`config.mk`:
```
export PLATFORM = sky130hd
export DESIGN_NAME = harmonic_mixer
export DESIGN_NICKNAME = d
export VERILOG_FILES = /design/src/rtl/harmonic_mixer_pkg.sv /design/src/rtl/harmonic_mixer_mult.sv /design/src/rtl/harmonic_mixer.sv
export SDC_FILE = /design/constraint.sdc
export NUM_CORES = 1
export LEC_CHECK = 0
export CAP_MARGIN = 20
export CORE_MARGIN = 1
export CORE_UTILIZATION = 35
export CTS_BUF_LIST = sky130_fd_sc_hd__clkbuf_8
export DETAILED_ROUTE_END_ITERATION = 6
export PLACE_DENSITY_LB_ADDON = 0.05
export SLEW_MARGIN = 0
export SYNTH_ARGS = -nofsm -noshare
export SYNTH_HDL_FRONTEND = slang
export SYNTH_SLANG_ARGS = --single-unit
```
`constraint.sdc`:
```
create_clock -name i_Clock -period 7.3 [get_ports i_Clock]
set_input_delay 1.095 -clock i_Clock [delete_from_list [all_inputs] [get_ports i_Clock]]
set_output_delay 1.095 -clock i_Clock [all_outputs]
set_load 0.03 [all_outputs]
```
`src/rtl/harmonic_mixer_pkg.sv`:
```
// Shared definitions for the harmonic mixer slice.
// Holds the mixer FSM encoding, the sample and harmonic-index widths, and
// the starting level of the fundamental at full scale.
package addatone_pkg;

    localparam int unsigned SAMPLE_W = 16;
    localparam int unsigned HARM_W   = 8;

    // The fundamental starts at full scale; each later harmonic is scaled down.
    localparam logic [SAMPLE_W-1:0] LEVEL_INIT = 16'hFFFF;

    typedef enum logic [2:0] {
        IDLE,
        WAIT_READY,
        MULTIPLY,
        ACCUMULATE,
        OUTPUT
    } state_t;

endpackage

```
`src/rtl/harmonic_mixer_mult.sv`:
```
// mix_multiplier: registered signed16 x unsigned16 multiplier, one cycle of
// latency, shaped to map onto the iCE40 DSP block.
// Ports:
//   clock   in   system clock
//   load    in   capture a new product on this edge
//   sample  in   signed sine sample
//   level   in   unsigned 16-bit harmonic level
//   product out  (sample * level) >>> 16, held until the next load
module mix_multiplier
    import addatone_pkg::*;
(
    input  logic                       clock,
    input  logic                       load,
    input  logic signed [SAMPLE_W-1:0] sample,
    input  logic        [SAMPLE_W-1:0] level,
    output logic signed [SAMPLE_W-1:0] product
);

    // The level is zero-extended to 17 bits so it multiplies as a positive value.
    logic signed [2*SAMPLE_W:0] full;
    logic                       unused_full;

    assign full        = sample * $signed({1'b0, level});
    // |level| < 2^16, so the shifted product always fits in 16 signed bits.
    assign unused_full = ^{full[2*SAMPLE_W], full[SAMPLE_W-1:0]};

    always_ff @(posedge clock) begin
        if (load) begin
            product <= full[2*SAMPLE_W-1:SAMPLE_W];
        end
    end

endmodule

```
`src/rtl/harmonic_mixer.sv`:
```
// harmonic_mixer: on each sample strobe, sums a series of harmonic sine
// samples, each weighted by a geometrically decaying level, and publishes
// the shifted sum as one mixed audio sample.
// Build option: define MIX_SATURATE_EN to clamp o_Mix_Out to the signed
// 16-bit range; otherwise the output is a plain bit-slice that wraps.
// Ports:
//   i_Clock, i_Reset      clock; synchronous active-high reset
//   i_Sample_Clock        frame start strobe
//   i_Harmonic_Count      harmonics per frame (0 behaves as 1), read live
//   i_Scale               level decay factor per harmonic, read live
//   i_Sample_Ready/Value  upstream sample handshake and signed sample
//   i_Freq_Too_High       end the frame after the current harmonic
//   o_Harmonic            index of the harmonic being requested
//   o_Next_Sample         pulse: current sample consumed
//   o_Mix_Out/o_Mix_Valid mixed sample and its update pulse
//   o_Overrun             sticky: strobe arrived mid-frame
module harmonic_mixer
    import addatone_pkg::*;
#(
    parameter int OUT_SHIFT = 3,
    parameter int ACC_WIDTH = 24
) (
    input  logic                i_Clock,
    input  logic                i_Reset,
    input  logic                i_Sample_Clock,
    input  logic [HARM_W-1:0]   i_Harmonic_Count,
    input  logic [7:0]          i_Scale,
    input  logic                i_Sample_Ready,
    input  logic [SAMPLE_W-1:0] i_Sample_Value,
    input  logic                i_Freq_Too_High,
    output logic [HARM_W-1:0]   o_Harmonic,
    output logic                o_Next_Sample,
    output logic [SAMPLE_W-1:0] o_Mix_Out,
    output logic                o_Mix_Valid,
    output logic                o_Overrun
);

    state_t state, state_next;

    logic signed [ACC_WIDTH-1:0] acc;
    logic        [SAMPLE_W-1:0]  level;
    logic signed [SAMPLE_W-1:0]  product;
    logic                        mult_load;
    logic                        is_last;
    logic        [HARM_W-1:0]    last_idx;
    logic        [SAMPLE_W+7:0]  level_prod;
    logic        [SAMPLE_W-1:0]  mix_result;
    logic                        unused_acc;
    logic                        unused_level;

    mix_multiplier u_mult (
        .clock   (i_Clock),
        .load    (mult_load),
        .sample  (i_Sample_Value),
        .level   (level),
        .product (product)
    );

    assign last_idx     = (i_Harmonic_Count == '0) ? '0 : i_Harmonic_Count - 8'd1;
    assign is_last      = (o_Harmonic == last_idx) || i_Freq_Too_High;
    assign level_prod   = level * i_Scale;
    assign unused_acc   = ^acc;
    assign unused_level = ^level_prod[7:0];

`ifdef MIX_SATURATE_EN
    logic signed [ACC_WIDTH-1:0] shifted;

    assign shifted = acc >>> OUT_SHIFT;

    // In range only when every bit above bit 15 matches the sign bit.
    always_comb begin
        if (!shifted[ACC_WIDTH-1] && (|shifted[ACC_WIDTH-2:SAMPLE_W-1])) begin
            mix_result = 16'h7FFF;
        end else if (shifted[ACC_WIDTH-1] && !(&shifted[ACC_WIDTH-2:SAMPLE_W-1])) begin
            mix_result = 16'h8000;
        end else begin
            mix_result = shifted[SAMPLE_W-1:0];
        end
    end
`else
    assign mix_result = acc[OUT_SHIFT+SAMPLE_W-1:OUT_SHIFT];
`endif

    always_ff @(posedge i_Clock) begin
        if (i_Reset) begin
            state <= IDLE;
        end else begin
            state <= state_next;
        end
    end

    always_comb begin
        state_next = state;
        mult_load  = 1'b0;
        case (state)
            IDLE: begin
                if (i_Sample_Clock) begin
                    state_next = WAIT_READY;
                end
            end
            WAIT_READY: begin
                if (i_Sample_Ready) begin
                    mult_load  = 1'b1;
                    state_next = MULTIPLY;
                end
            end
            MULTIPLY:   state_next = ACCUMULATE;
            ACCUMULATE: state_next = is_last ? OUTPUT : WAIT_READY;
            OUTPUT:     state_next = IDLE;
            default:    state_next = IDLE;
        endcase
    end

    // Datapath and registered outputs; pulses default low every cycle.
    always_ff @(posedge i_Clock) begin
        if (i_Reset) begin
            acc           <= '0;
            level         <= '0;
            o_Harmonic    <= '0;
            o_Next_Sample <= 1'b0;
            o_Mix_Out     <= '0;
            o_Mix_Valid   <= 1'b0;
            o_Overrun     <= 1'b0;
        end else begin
            o_Next_Sample <= 1'b0;
            o_Mix_Valid   <= 1'b0;
            if (i_Sample_Clock && (state != IDLE)) begin
                o_Overrun <= 1'b1;
            end
            case (state)
                IDLE: begin
                    if (i_Sample_Clock) begin
                        acc        <= '0;
                        level      <= LEVEL_INIT;
                        o_Harmonic <= '0;
                    end
                end
                ACCUMULATE: begin
                    acc           <= acc + {{(ACC_WIDTH-SAMPLE_W){product[SAMPLE_W-1]}}, product};
                    o_Next_Sample <= 1'b1;
                    if (is_last) begin
                        o_Harmonic <= '0;
                    end else begin
                        o_Harmonic <= o_Harmonic + 8'd1;
                        level      <= level_prod[SAMPLE_W+7:8];
                    end
                end
                OUTPUT: begin
                    o_Mix_Out   <= mix_result;
                    o_Mix_Valid <= 1'b1;
                end
                default: ;
            endcase
        end
    end

endmodule
```
* Word level (Yosys, flattened, before mapping)
Index checks and enable logic that the tools add are counted.
Storage, ports and cells: word-level logic and storage cells 48, flip-flop bits (word level) 86, output and inout bits 27
Cells by class: multiply operators 2, add/subtract/negate cells 3, equality and inequality tests 8, reduce and logical (&&, ||, !) cells 9, mux-type cells 17
Operators with widths (count):
- $pmux W24 S2 | 1
- $mul A16 B17 Y32 | 1
- $mux W16 | 2
- $pmux W16 S2 | 1
- $add A24 B24 Y24 | 1
- $mul A16 B8 Y24 | 1
- $mux W24 | 1
- $mux W8 | 3
- $pmux W8 S2 | 1
- $pmux W3 S4 | 1
- $mux W3 | 3
- $add A8 B1 Y8 const B | 1
- $eq A8 B8 Y1 | 1
- $logic_not A8 Y1 | 1
- $sub A8 B1 Y8 const B | 1
- $eq A3 B2 Y1 const B | 2
- $ne A2 B2 Y1 const B | 3
- $mux W1 | 4
- $reduce_and A2 Y1 | 2
- $eq A3 B1 Y1 const B | 1
- $eq A3 B3 Y1 const B | 1
- $logic_not A3 Y1 | 1
- $reduce_and A3 Y1 | 1
- $reduce_bool A3 Y1 | 1
- 3 further kinds | 3

* Depth between registers and ports, before layout
Gate-level depths: netlist of run 1.
word-level depth 6, gate-level depth with buffers 23

* Hierarchy
From an unflattened synthesis of run 1, not the netlist that was laid out.
Second synthesis, totals: cells, all modules 1794, area, all modules 16119.2 µm²
By module, submodules not included:
- mix_multiplier | area each 9016.1 µm², cells an instance 985, instances 1, sequential area each 480.5 µm²
- harmonic_mixer | area each 7103.1 µm², cells an instance 809, instances 1, sequential area each 1301.2 µm²

* Worst setup path after synthesis of run 1
OpenSTA, ideal clock, no wires.
path kind input to register, start input port i_Sample_Value[1], end register u_mult.product[15], data pin, data required time 7040 ps, library setup time 260 ps, data arrival time 6262 ps, cell stages on the path 21, setup slack 778 ps, path through clkbuf_1 nand2_1 fa_1 fa_1 inv_1 fa_1 fa_1 fa_1 inv_1 fa_1 inv_1 ha_1 a21oi_1 o21ai_0 a22oi_1 or2_2 nand3_1 o2111ai_1 nand3_1 a41oi_1 xnor2_1
Between the ends: longest elaborated chain between the ends 1
Ends and longest elaborated chain:
- start: declaration | RTL line harmonic_mixer.sv:29 | input logic [SAMPLE_W-1:0] i_Sample_Value,
- $mul A16 B17 Y32 | RTL line harmonic_mixer_mult.sv:23 | assign full = sample * $signed({1'b0, level});
- net u_mult.full[31] | RTL line harmonic_mixer_mult.sv:20 | logic signed [2*SAMPLE_W:0] full;
- end signal: assignment | RTL line harmonic_mixer_mult.sv:29 | product <= full[2*SAMPLE_W-1:SAMPLE_W];
- end: declaration | RTL line harmonic_mixer_mult.sv:16 | output logic signed [SAMPLE_W-1:0] product
The timed path passes the listed nets, and every way through them passes these cells. A chain may end at the register's enable or synchronous reset.

* Final worst setup path of run 1
start input port i_Sample_Value[4], end register u_mult.product[15], data pin
The elaborated chain is that of the path after synthesis.

==> metrics.cfg, run 1 <==
[routing]
dr.pass1.iters = 5
drt_iter0_markers = 569
finalWirelength_um = 41600
drcViolationCount = 0
num_vias = 12000
wl_per_cell_um = 16.9
vias_per_cell = 4.85
ant_nets = 0

[yosys]
synth_area_leaders = fa_1 (35%), ha_1 (14%), dfxtp_1 (8.2%), inv_1 (7.5%), and2_1 (6.7%)
syn_inst = 1791
syn_avg_cell_area_um2 = 8.82
yosys.area.top_type = fa_1
ys_seq_area_frac = 0.113
synth_ff_type = dfxtp_1
yosys_warnings = 0
synth-seq-cells = 81
synth-edff-count = 16
ys_types = 70
synth.net_count = 2280
synth_top_area_share = 0.351
syn_area_mm2 = 0.0158
async_flop_share = 0

[timing]
post-route-min-period_ns = 6.94
timing.max_slew.rel_slack = 0.315
worst_slew_pin_slew_ns = 1.01
setup_tns_ns = 0
grt_setup_unrepaired = false
slew_viol_final = 0
max_freq_mhz = 144
final-setup-viol-count = 0
finalHoldViolCount = 0
skew_ns = 0.0184
min_period_over_period = 0.951

[placement]
dpl.hpwl_um = 33500
portBuffers = 63
globalplace.congestion = 0.814
place_area_mm2 = 0.0176

[critical_path]
required_ns = 7.44
r2r_end = u_mult.product[15]
endpoint_kind = register
startpoint = i_Sample_Value[4]
crit_arrival_ns = 7.08
cpPeakStageDelay_ns = 0.53
r2r_slack_ns = 0.91
crit_type = input pin to register
crit_slowest_cell = fa_1
cp-start-kind = input pin
worstSetupEndpoint = u_mult.product[15]
crit_top_cell = fa_1
r2r-start = level[9]
reg2reg_depth = 21
worstPathCellList = clkdlybuf4s50_1, buf_12, and2_1, fa_1, inv_1, fa_1, inv_1, fa_1, fa_1, fa_1, inv_1, fa_1, inv_1, ha_1, a21oi_1, o21ai_0, a22oi_1, buf_4, or2_2, nand3_2, o2111ai_2, nand3_1, a41oi_1, xnor2_1
crit_fanout = 16

[floorplan]
dieArea_mm2 = 0.0460
fp-row-count = 77
fp.dieH_um = 214
coreArea_mm2 = 0.0443
die_w_um = 214
start_util = 0.356
io_pins = 64

[min_path]
hold_class = register to register
min-delay-start = o_Mix_Out[8]

[global_routing]
grt_pass1_wl_um = 68600
grt_pass1_vias = 12600
overflow = 0
antenna_found_initial = 0
grt_util_met2 = 0.313
grtUsageTotal = 0.189
grt_busiest_layer = met2
grt_max_degree = 60
gr-usage-met3 = 0.0184
met1_usage = 0.264

[finish]
syn2layout_area_growth_pct = 12.5
nets = 2358
fin_area_mm2 = 0.0178
fin_util = 0.401
drive_above_1_share = 0.0630

[clocking]
clk_path_buf_depth = 2
post-cts-setup-buffers = 0
clk_latency_ns = 0.40
cts_sinks = 81
path_clk_slew_ns = 0.10
cts-root-buf = clkbuf_8
cts_buffers = 9
htreeDepth = 3
cts_tree = built

[pwr]
vdd.ir_drop.worst_uv = 408
p_leak_uw = 0.00841
powerDensity_mw_per_mm2 = 319

[job]
maxCapViolCount = 0

[outcome]
status = completed

## Yosys cell counts (all sizes together) (3+ instances only)
| cell type | number |
|---|---|
| a211oi | 9 |
| a21boi | 3 |
| a21o | 21 |
| a21oi | 64 |
| a22oi | 16 |
| a311oi | 10 |
| a31o | 3 |
| a31oi | 5 |
| and2 | 170 |
| and3 | 6 |
| and3b | 4 |
| buf | 5 |
| clkbuf | 73 |
| dfxtp | 65 |
| edfxtp | 16 |
| fa | 277 |
| ha | 175 |
| inv | 316 |
| nand2 | 262 |
| nand2b | 16 |
| nand3 | 12 |
| nand3b | 8 |
| nand4 | 9 |
| nor2 | 74 |
| nor2b | 6 |
| nor3 | 21 |
| o211ai | 3 |
| o21a | 8 |
| o21ai | 30 |
| o22ai | 4 |
| o41ai | 4 |
| or2 | 6 |
| or3 | 9 |
| xnor2 | 28 |
| xor2 | 23 |
## cell usage in the layout, fill, tap and decap left out, drive strengths merged, types with 4 or more instances in the layout
cell / synthesis / routed
a31oi: 5 / 5
a21oi: 64 / 64
nand3b: 8 / 8
or2: 6 / 6
clkdlybuf4s50: 0 / 62
nor3: 21 / 21
or3: 9 / 9
a21o: 21 / 21
o22ai: 4 / 4
nand4: 9 / 9
edfxtp: 16 / 16
inv: 316 / 319
o41ai: 4 / 4
fa: 277 / 277
nand2b: 16 / 16
nor2: 74 / 74
xor2: 23 / 23
nor2b: 6 / 6
clkbuf: 73 / 10
o21a: 8 / 8
nand2: 262 / 262
and2: 170 / 170
a22oi: 16 / 16
o21ai: 30 / 30
and3: 6 / 6
a311oi: 10 / 10
dfxtp: 65 / 65
ha: 175 / 175
a211oi: 9 / 9
nand3: 12 / 12
and3b: 4 / 4
xnor2: 28 / 28
buf: 5 / 83
## through the flow
stage,hold slack [ns],power (uW),instances,setup slack (ns)
after floorplan,0.441,3900,1791,0.778
after global placement,0.443,5370,2450,-0.102
after detailed placement,0.449,5380,2450,-0.176
after CTS,0.465,5770,2466,0.246
after global routing,0.487,6420,2466,0.0478
final,0.465,5670,2467,0.360
## sequential cells by signal (all words and copies together) (netlist names)
signal	count
acc	19
level	16
o_Mix_Out	16
u_mult.product	16
o_Harmonic	8
state	3
o_Mix_Valid	1
o_Next_Sample	1
o_Overrun	1
## worst min-delay path by stage
stage	end	slack, ns	cells past startpoint
after floorplan	o_Mix_Out[15]	0.44	2
after global placement	o_Mix_Out[8]	0.44	2
after detailed placement	o_Mix_Out[10]	0.45	2
after CTS	o_Mix_Out[10]	0.47	2
after global routing	o_Mix_Out[3]	0.49	2
final	o_Mix_Out[8]	0.46	2
## power breakdown
group | total (uW) | switching, uW | internal, uW
Clock | 337 | 200 | 137
Sequential | 703 | 57.8 | 645
Combinational | 4630 | 2480 | 2150
## routing by layer
layer | up-vias | routed length (um)
met1 | 6056 | 20200
met3 | 29 | 1010
met5 | - | 0
li1 | 5752 | -
met4 | 0 | 682
met2 | 138 | 19700
## cells by family after synthesis
family | synth area share
AND/OR/NAND/NOR | 0.190
flip-flops | 0.113
AO/OA/AOI/OAI | 0.0834
buffers and inverters | 0.0952
multiplexers | 0.000634
XOR/XNOR | 0.0283
adder cells (fa/ha/maj) | 0.490
## layout make-up
class	count	area [um^2]
Antenna cell	1	2.50
Clock buffer	10	138
Clock inverter	6	47.5
Fill cell	4556	26500
Inverter	316	1190
Multi-Input combinational cell	1316	12500
Sequential cell	81	1780
Tap cell	592	741
Timing Repair Buffer	145	1350
## timing repair
item / in CTS / in global routing
gates resized for setup: 0 / 2
endpoints found under the setup margin: 0 / 1
hold buffers: 0 / 0
## worst max-delay path, delay by kind of cell
kind / cells / cell delay [ns]
AO/OA/AOI/OAI: 5 / 1.07
XOR/XNOR: 1 / 0.08
adder cells (fa/ha/maj): 7 / 3.32
buffers and inverters: 7 / 0.96
AND/OR/NAND/NOR: 4 / 0.55
Note: power is estimated with default switching activity, not from simulation.
==> inputs of run 2 (changes only) <==
--- a/config.mk
+++ b/config.mk
@@ -5,6 +5,7 @@
 export SDC_FILE = /design/constraint.sdc
 export NUM_CORES = 1
 export LEC_CHECK = 0
+export ABC_AREA = 1
 export CAP_MARGIN = 20
 export CORE_MARGIN = 1
 export CORE_UTILIZATION = 35
==> metrics.cfg, run 2 <==
[placement]
dpl.hpwl_um = 43400  ; +29%
globalplace.congestion = 0.916  ; +13%
dp.cells = 3083  ; +26%
portBuffers = 63  ; unchanged

[global_routing]
grt_max_degree = 41  ; -32%
antenna_found_initial = 0  ; unchanged
grt_pass1_wl_um = 83300  ; +22%
grt_pass1_vias = 15700  ; +24%
overflow = 0  ; unchanged
grtUsageTotal = 0.211  ; +0.0229

[yosys]
ys_seq_area_frac = 0.102  ; -0.0110
yosys.area.top_type = fa_1
synth.most_common_cell = nand2_1
ys_types = 44  ; -37%
synth_ff_type = dfxtp_1
syn_avg_cell_area_um2 = 7.30  ; -17%
async_flop_share = 0  ; unchanged
yosys_warnings = 0  ; unchanged
syn_inst = 2398  ; +34%
synth.net_count = 2887  ; +27%
synth_area_leaders = fa_1 (32%), nand2_1 (13%), ha_1 (13%), inv_1 (12%), dfxtp_1 (7.4%)
synth-edff-count = 16  ; unchanged
syn_area_mm2 = 0.0175  ; +11%
synth-seq-cells = 81  ; unchanged
synth_top_area_share = 0.317  ; -0.0343
synthTopCellsByCount = nand2_1 (586), inv_1 (572), fa_1 (277), ha_1 (175), nor2_1 (163)

[critical_path]
crit_fanout = 6  ; -10
crit_arrival_ns = 6.84  ; -0.24 ns
cp-start-kind = input pin
crit_type = input pin to register
endpoint_kind = register
required_ns = 7.44  ; about the same

[clocking]
clk_path_buf_depth = 2  ; unchanged
cts-root-buf = clkbuf_8
cts_sinks = 81  ; unchanged
cts_tree = built
cts_resized = 0  ; unchanged
cts_buffers = 9  ; unchanged
htreeDepth = 3  ; unchanged
path_clk_slew_ns = 0.10  ; about the same
clk_latency_ns = 0.38  ; -0.02 ns
post-cts-setup-buffers = 0  ; unchanged
cts_hold_buf = 0  ; unchanged

[pwr]
finalPower_uw = 8890  ; +57%
powerDensity_mw_per_mm2 = 461  ; +45%
vdd.ir_drop.worst_uv = 474  ; +16%
p_leak_uw = 0.0106  ; +26%

[routing]
ant_nets = 0  ; unchanged
vias_per_cell = 4.73  ; -2.6%
drt_iter0_markers = 681  ; +20%
dr.pass1.iters = 5  ; unchanged
wl_per_cell_um = 16.6  ; -1.5%
finalWirelength_um = 51500  ; +24%
num_vias = 14700  ; +22%
drcViolationCount = 0  ; unchanged

[timing]
slew_viol_final = 0  ; unchanged
max_freq_mhz = 149  ; +3.6%
min_period_over_period = 0.917  ; -0.0333
final-setup-viol-count = 0  ; unchanged
grt_setup_unrepaired = false
setup_tns_ns = 0  ; unchanged
worst_slew_pin_slew_ns = 1.01  ; -0.00115 ns
timing.max_slew.rel_slack = 0.324  ; +0.00868
post-route-min-period_ns = 6.70  ; -0.243 ns
skew_ns = 0.0173  ; -0.00108 ns
finalHoldViolCount = 0  ; unchanged

[finish]
fillers = 5289  ; +16%
n_antenna_cell = 0  ; -1
layout_commonest_cell = nand2_1
largest_reg_flops = 19  ; unchanged
syn2layout_area_growth_pct = 10.0
drive_above_1_share = 0.0517  ; -0.0112
regMostFlops = acc
nets = 2920  ; +24%
layout_common_cells = nand2_1 (586), inv_1 (572), fa_1 (277)
ff_latch_area_mm2 = 0.00178  ; about the same
fin_cells = 3100  ; +26%
multi_input_comb_area_mm2 = 0.0131  ; +4.7%

[floorplan]
io_pins = 64  ; unchanged
coreArea_mm2 = 0.0492  ; +11%
start_util = 0.356  ; about the same
die_w_um = 226  ; +5.2%
fp.dieH_um = 226  ; +5.2%
fp-row-count = 81  ; +5.2%
dieArea_mm2 = 0.0509  ; +11%

[job]
maxCapViolCount = 0  ; unchanged

[outcome]
status = completed

[min_path]
hold_class = register to register

==> run 2: cell types whose count changed after synthesis, moves of 16 or more <==
cell,change
xnor2_1,-20
nand2b_1,-16
inv_1,+257
a22oi_1,-16
nand2_1,+324
nand3_1,+62
o21ai_0,+42
nor2_1,+90
and2_1,-168
a21oi_1,+58
clkbuf_1,+27
==> run 2: cell type report <==
type	count	area share
multi-input combinational	1632	0.681
inverter	576	0.113
sequential	81	0.0926
timing repair buffer	131	0.0592
tap	664	0.0431
clock buffer	9	0.00643
clock inverter	7	0.00552
==> run 2: worst paths after layout <==
| path | from | to | slack [ns] | cells after the start |
|---|---|---|---|---|
| worst max-delay path | i_Sample_Value[10] | u_mult.product[14] | 0.60 | 24 |
| worst min-delay path | acc[2] | acc[2] | 0.48 | 2 |
| worst max register to register | level[11] | u_mult.product[14] | 1.14 | 22 |
| worst min register to register | acc[2] | acc[2] | 0.48 | 2 |
==> run 2: cells by family after synthesis <==
family	synth area share
simple gates	0.211
fa+ha+maj	0.442
compound gates	0.0803
flops	0.102
buf+inv	0.150
xor+xnor	0.0155
==> run 2: metal layers <==
| layer | track usage | vias up | part of all wire |
|---|---|---|---|
| met5 | 0 | - | 0 |
| met4 | 0.0470 | 0 | 0.020 |
| met3 | 0.0160 | 57 | 0.024 |
| met2 | 0.386 | 204 | 0.50 |
| met1 | 0.270 | 7147 | 0.45 |
| li1 | - | 7242 | - |
==> run 2: critical path, cell delays in order <==
cell and delay, ns:
clkdlybuf4s50_1 0.61, buf_4 0.27, nand2_1 0.06, inv_1 0.08
fa_1 0.54, inv_1 0.05, fa_1 0.53, inv_1 0.05
fa_1 0.38, fa_1 0.43, fa_1 0.52, inv_1 0.05
fa_1 0.47, inv_1 0.05, ha_1 0.34, a21o_1 0.22
a21oi_1 0.28, nor2_1 0.07, nor2_1 0.10, inv_1 0.07
a221oi_1 0.36, nand2_1 0.10, nand2_1 0.07, nand2_1 0.04
==> run 2: where the power goes <==
part,switching [uW],internal (uW),leakage (uW)
clock network,207,201,0.000119
registers,94.9,689,0.000676
logic,4810,2880,0.00984
total,5110,3770,0.0106
==> run 2: through the flow <==
step	area [um^2]	hold slack [ns]	setup WS, ns	util
final	19300	0.484	0.603	0.392
after global routing	19300	0.523	0.233	0.392
after CTS	19300	0.488	0.643	0.392
after detailed placement	19000	0.475	0.234	0.387
after global placement	19000	0.454	0.226	0.387
after floorplan	17500	0.445	0.971	-
==> inputs of run 3 (changes only) <==
--- a/config.mk
+++ b/config.mk
@@ -6,7 +6,7 @@
 export NUM_CORES = 1
 export LEC_CHECK = 0
 export ABC_AREA = 1
-export CAP_MARGIN = 20
+export CAP_MARGIN = 40
 export CORE_MARGIN = 1
 export CORE_UTILIZATION = 35
 export CTS_BUF_LIST = sky130_fd_sc_hd__clkbuf_8
==> metrics.cfg, run 3 (synthesis results as in run 2) <==
[outcome]
status = completed

[timing]
final-setup-viol-count = 0  ; unchanged
slew_viol_final = 0  ; unchanged
min_period_over_period = 0.917  ; about the same
finalHoldViolCount = 0  ; unchanged
max_freq_mhz = 149  ; about the same
holdWs_ns = 0.489  ; +0.00548 ns
setup_tns_ns = 0  ; unchanged
post-route-min-period_ns = 6.69  ; -0.00493 ns
grt_setup_unrepaired = false
worst_slew_pin_slew_ns = 0.836  ; -0.176 ns
timing.max_slew.rel_slack = 0.441  ; +0.117
skew_ns = 0.0317  ; +0.0143 ns

[finish]
nets = 2923  ; +0.10%
drive_above_1_share = 0.0529  ; +0.00117
multi_input_comb_area_mm2 = 0.0131  ; unchanged
ff_latch_area_mm2 = 0.00178  ; unchanged
largest_reg_flops = 19  ; unchanged
regMostFlops = acc
fin_cells = 3103  ; +0.097%
layout_common_cells = nand2_1 (586), inv_1 (572), fa_1 (277)
layout_commonest_cell = nand2_1
fillers = 5318  ; +0.55%
n_antenna_cell = 0  ; unchanged
fin_area_mm2 = 0.0193  ; about the same
syn2layout_area_growth_pct = 10.1  ; about the same

[global_routing]
grt_max_degree = 41  ; unchanged
antenna_found_initial = 1  ; +1
grt_pass1_wl_um = 84400  ; +1.2%
grtUsageTotal = 0.214  ; +0.00243
overflow = 0  ; unchanged
grt_pass1_vias = 15900  ; +1.5%

[clocking]
cts_buffers = 9  ; unchanged
clk_latency_ns = 0.39  ; about the same
htreeDepth = 3  ; unchanged
clk_path_buf_depth = 2  ; unchanged
cts_resized = 0  ; unchanged
cts-root-buf = clkbuf_8
cts_tree = built
cts_sinks = 81  ; unchanged
path_clk_slew_ns = 0.10  ; about the same
post-cts-setup-buffers = 0  ; unchanged
cts_hold_buf = 0  ; unchanged

[critical_path]
reg2reg_depth = 21  ; -4.5%
r2r_slack_ns = 1.12  ; -0.02 ns
cp-start-kind = input pin
crit_arrival_ns = 6.84  ; about the same
crit_fanout = 10  ; +4
r2r_end = u_mult.product[14]
crit_type = input pin to register
r2r-start = level[8]
required_ns = 7.45  ; about the same
endpoint_kind = register

[job]
maxCapViolCount = 0  ; unchanged

[min_path]
min_path_cells = 2  ; unchanged
hold_end = acc[2]
hold_class = register to register
min-delay-start = acc[2]

[placement]
dp.cells = 3087  ; +0.13%
dpl.hpwl_um = 43700  ; +0.75%
globalplace.congestion = 0.916  ; unchanged
portBuffers = 63  ; unchanged
place_area_mm2 = 0.0191  ; +0.34%

[routing]
drt_iter0_markers = 630  ; -7.5%
num_vias = 14700  ; +0.30%
drcViolationCount = 0  ; unchanged
wl_per_cell_um = 16.7  ; +0.53%
vias_per_cell = 4.74  ; +0.20%
dr.pass1.iters = 5  ; unchanged
finalWirelength_um = 51800  ; +0.62%
ant_nets = 0  ; unchanged

[floorplan]
fp.dieH_um = 226  ; unchanged
start_util = 0.356  ; unchanged
io_pins = 64  ; unchanged
dieArea_mm2 = 0.0509  ; unchanged
coreArea_mm2 = 0.0492  ; unchanged
fp-row-count = 81  ; unchanged
die_w_um = 226  ; unchanged

[pwr]
p_switching_uw = 5110  ; -0.12%
intPower_uw = 3720  ; -1.4%
clock_power_share = 0.039  ; -0.007
p_leak_uw = 0.0106  ; about the same
power_frac_comb = 0.873  ; +0.007
vdd.ir_drop.worst_uv = 436  ; -8.0%
seq_power_share = 0.088  ; about the same
switching_share = 0.578  ; +0.00305
powerDensity_mw_per_mm2 = 458  ; -0.71%
finalPower_uw = 8830  ; -0.65%

run 3: worst max path at each step:
stage	startpoint	to	cells past startpoint
after floorplan	i_Sample_Value[7]	u_mult.product[14]	22
after global placement	i_Sample_Value[6]	u_mult.product[1]	22
after detailed placement	i_Sample_Value[7]	u_mult.product[14]	21
after CTS	i_Sample_Value[7]	u_mult.product[14]	21
after global routing	i_Sample_Value[7]	u_mult.product[10]	19
final	i_Sample_Value[7]	u_mult.product[14]	21
run 3: metal layers:
metal,vias up,global-route usage,routed length [um]
li1,7226,-,-
met1,7165,0.272,23700
met2,229,0.388,25700
met3,74,0.0168,1230
met4,0,0.0549,1300
met5,-,0,0
run 3: through the flow:
stage          setup WS, ns   util
6_report              0.608  0.392
5_1_grt               0.290  0.392
3_5_place_dp          0.237  0.388
4_1_cts               0.677  0.392
2_1_floorplan         0.971      -
3_3_place_gp          0.226  0.387
run 3: layout make-up:
cell class	instances	share of cell area
Inverter	576	0.112
Sequential cell	81	0.0925
Clock inverter	6	0.00247
Multi-Input combinational cell	1632	0.680
Tap cell	664	0.0431
Clock buffer	10	0.00714
Timing Repair Buffer	134	0.0622
run 3: worst max-delay path, cell delays in order:
cell	delay, ns
clkdlybuf4s50_1	0.71
nand2_1	0.15
fa_1	0.54
fa_1	0.52
inv_1	0.06
fa_1	0.58
fa_1	0.46
fa_1	0.51
inv_1	0.05
fa_1	0.48
inv_1	0.05
ha_1	0.34
a21o_1	0.22
a21oi_1	0.28
nor2_1	0.07
nor2_1	0.10
inv_1	0.07
a221oi_1	0.36
nand2_1	0.10
nand2_1	0.07
nand2_1	0.04
run 3: power groups by stage:
stage          combinational (uW)  clock [uW]  sequential, uW
2_1_floorplan                5200           0             722
3_5_place_dp                 7830           0             788
3_3_place_gp                 7870           0             799
5_1_grt                      8810         372             782
4_1_cts                      7890         362             778
6_report                     7710         343             774
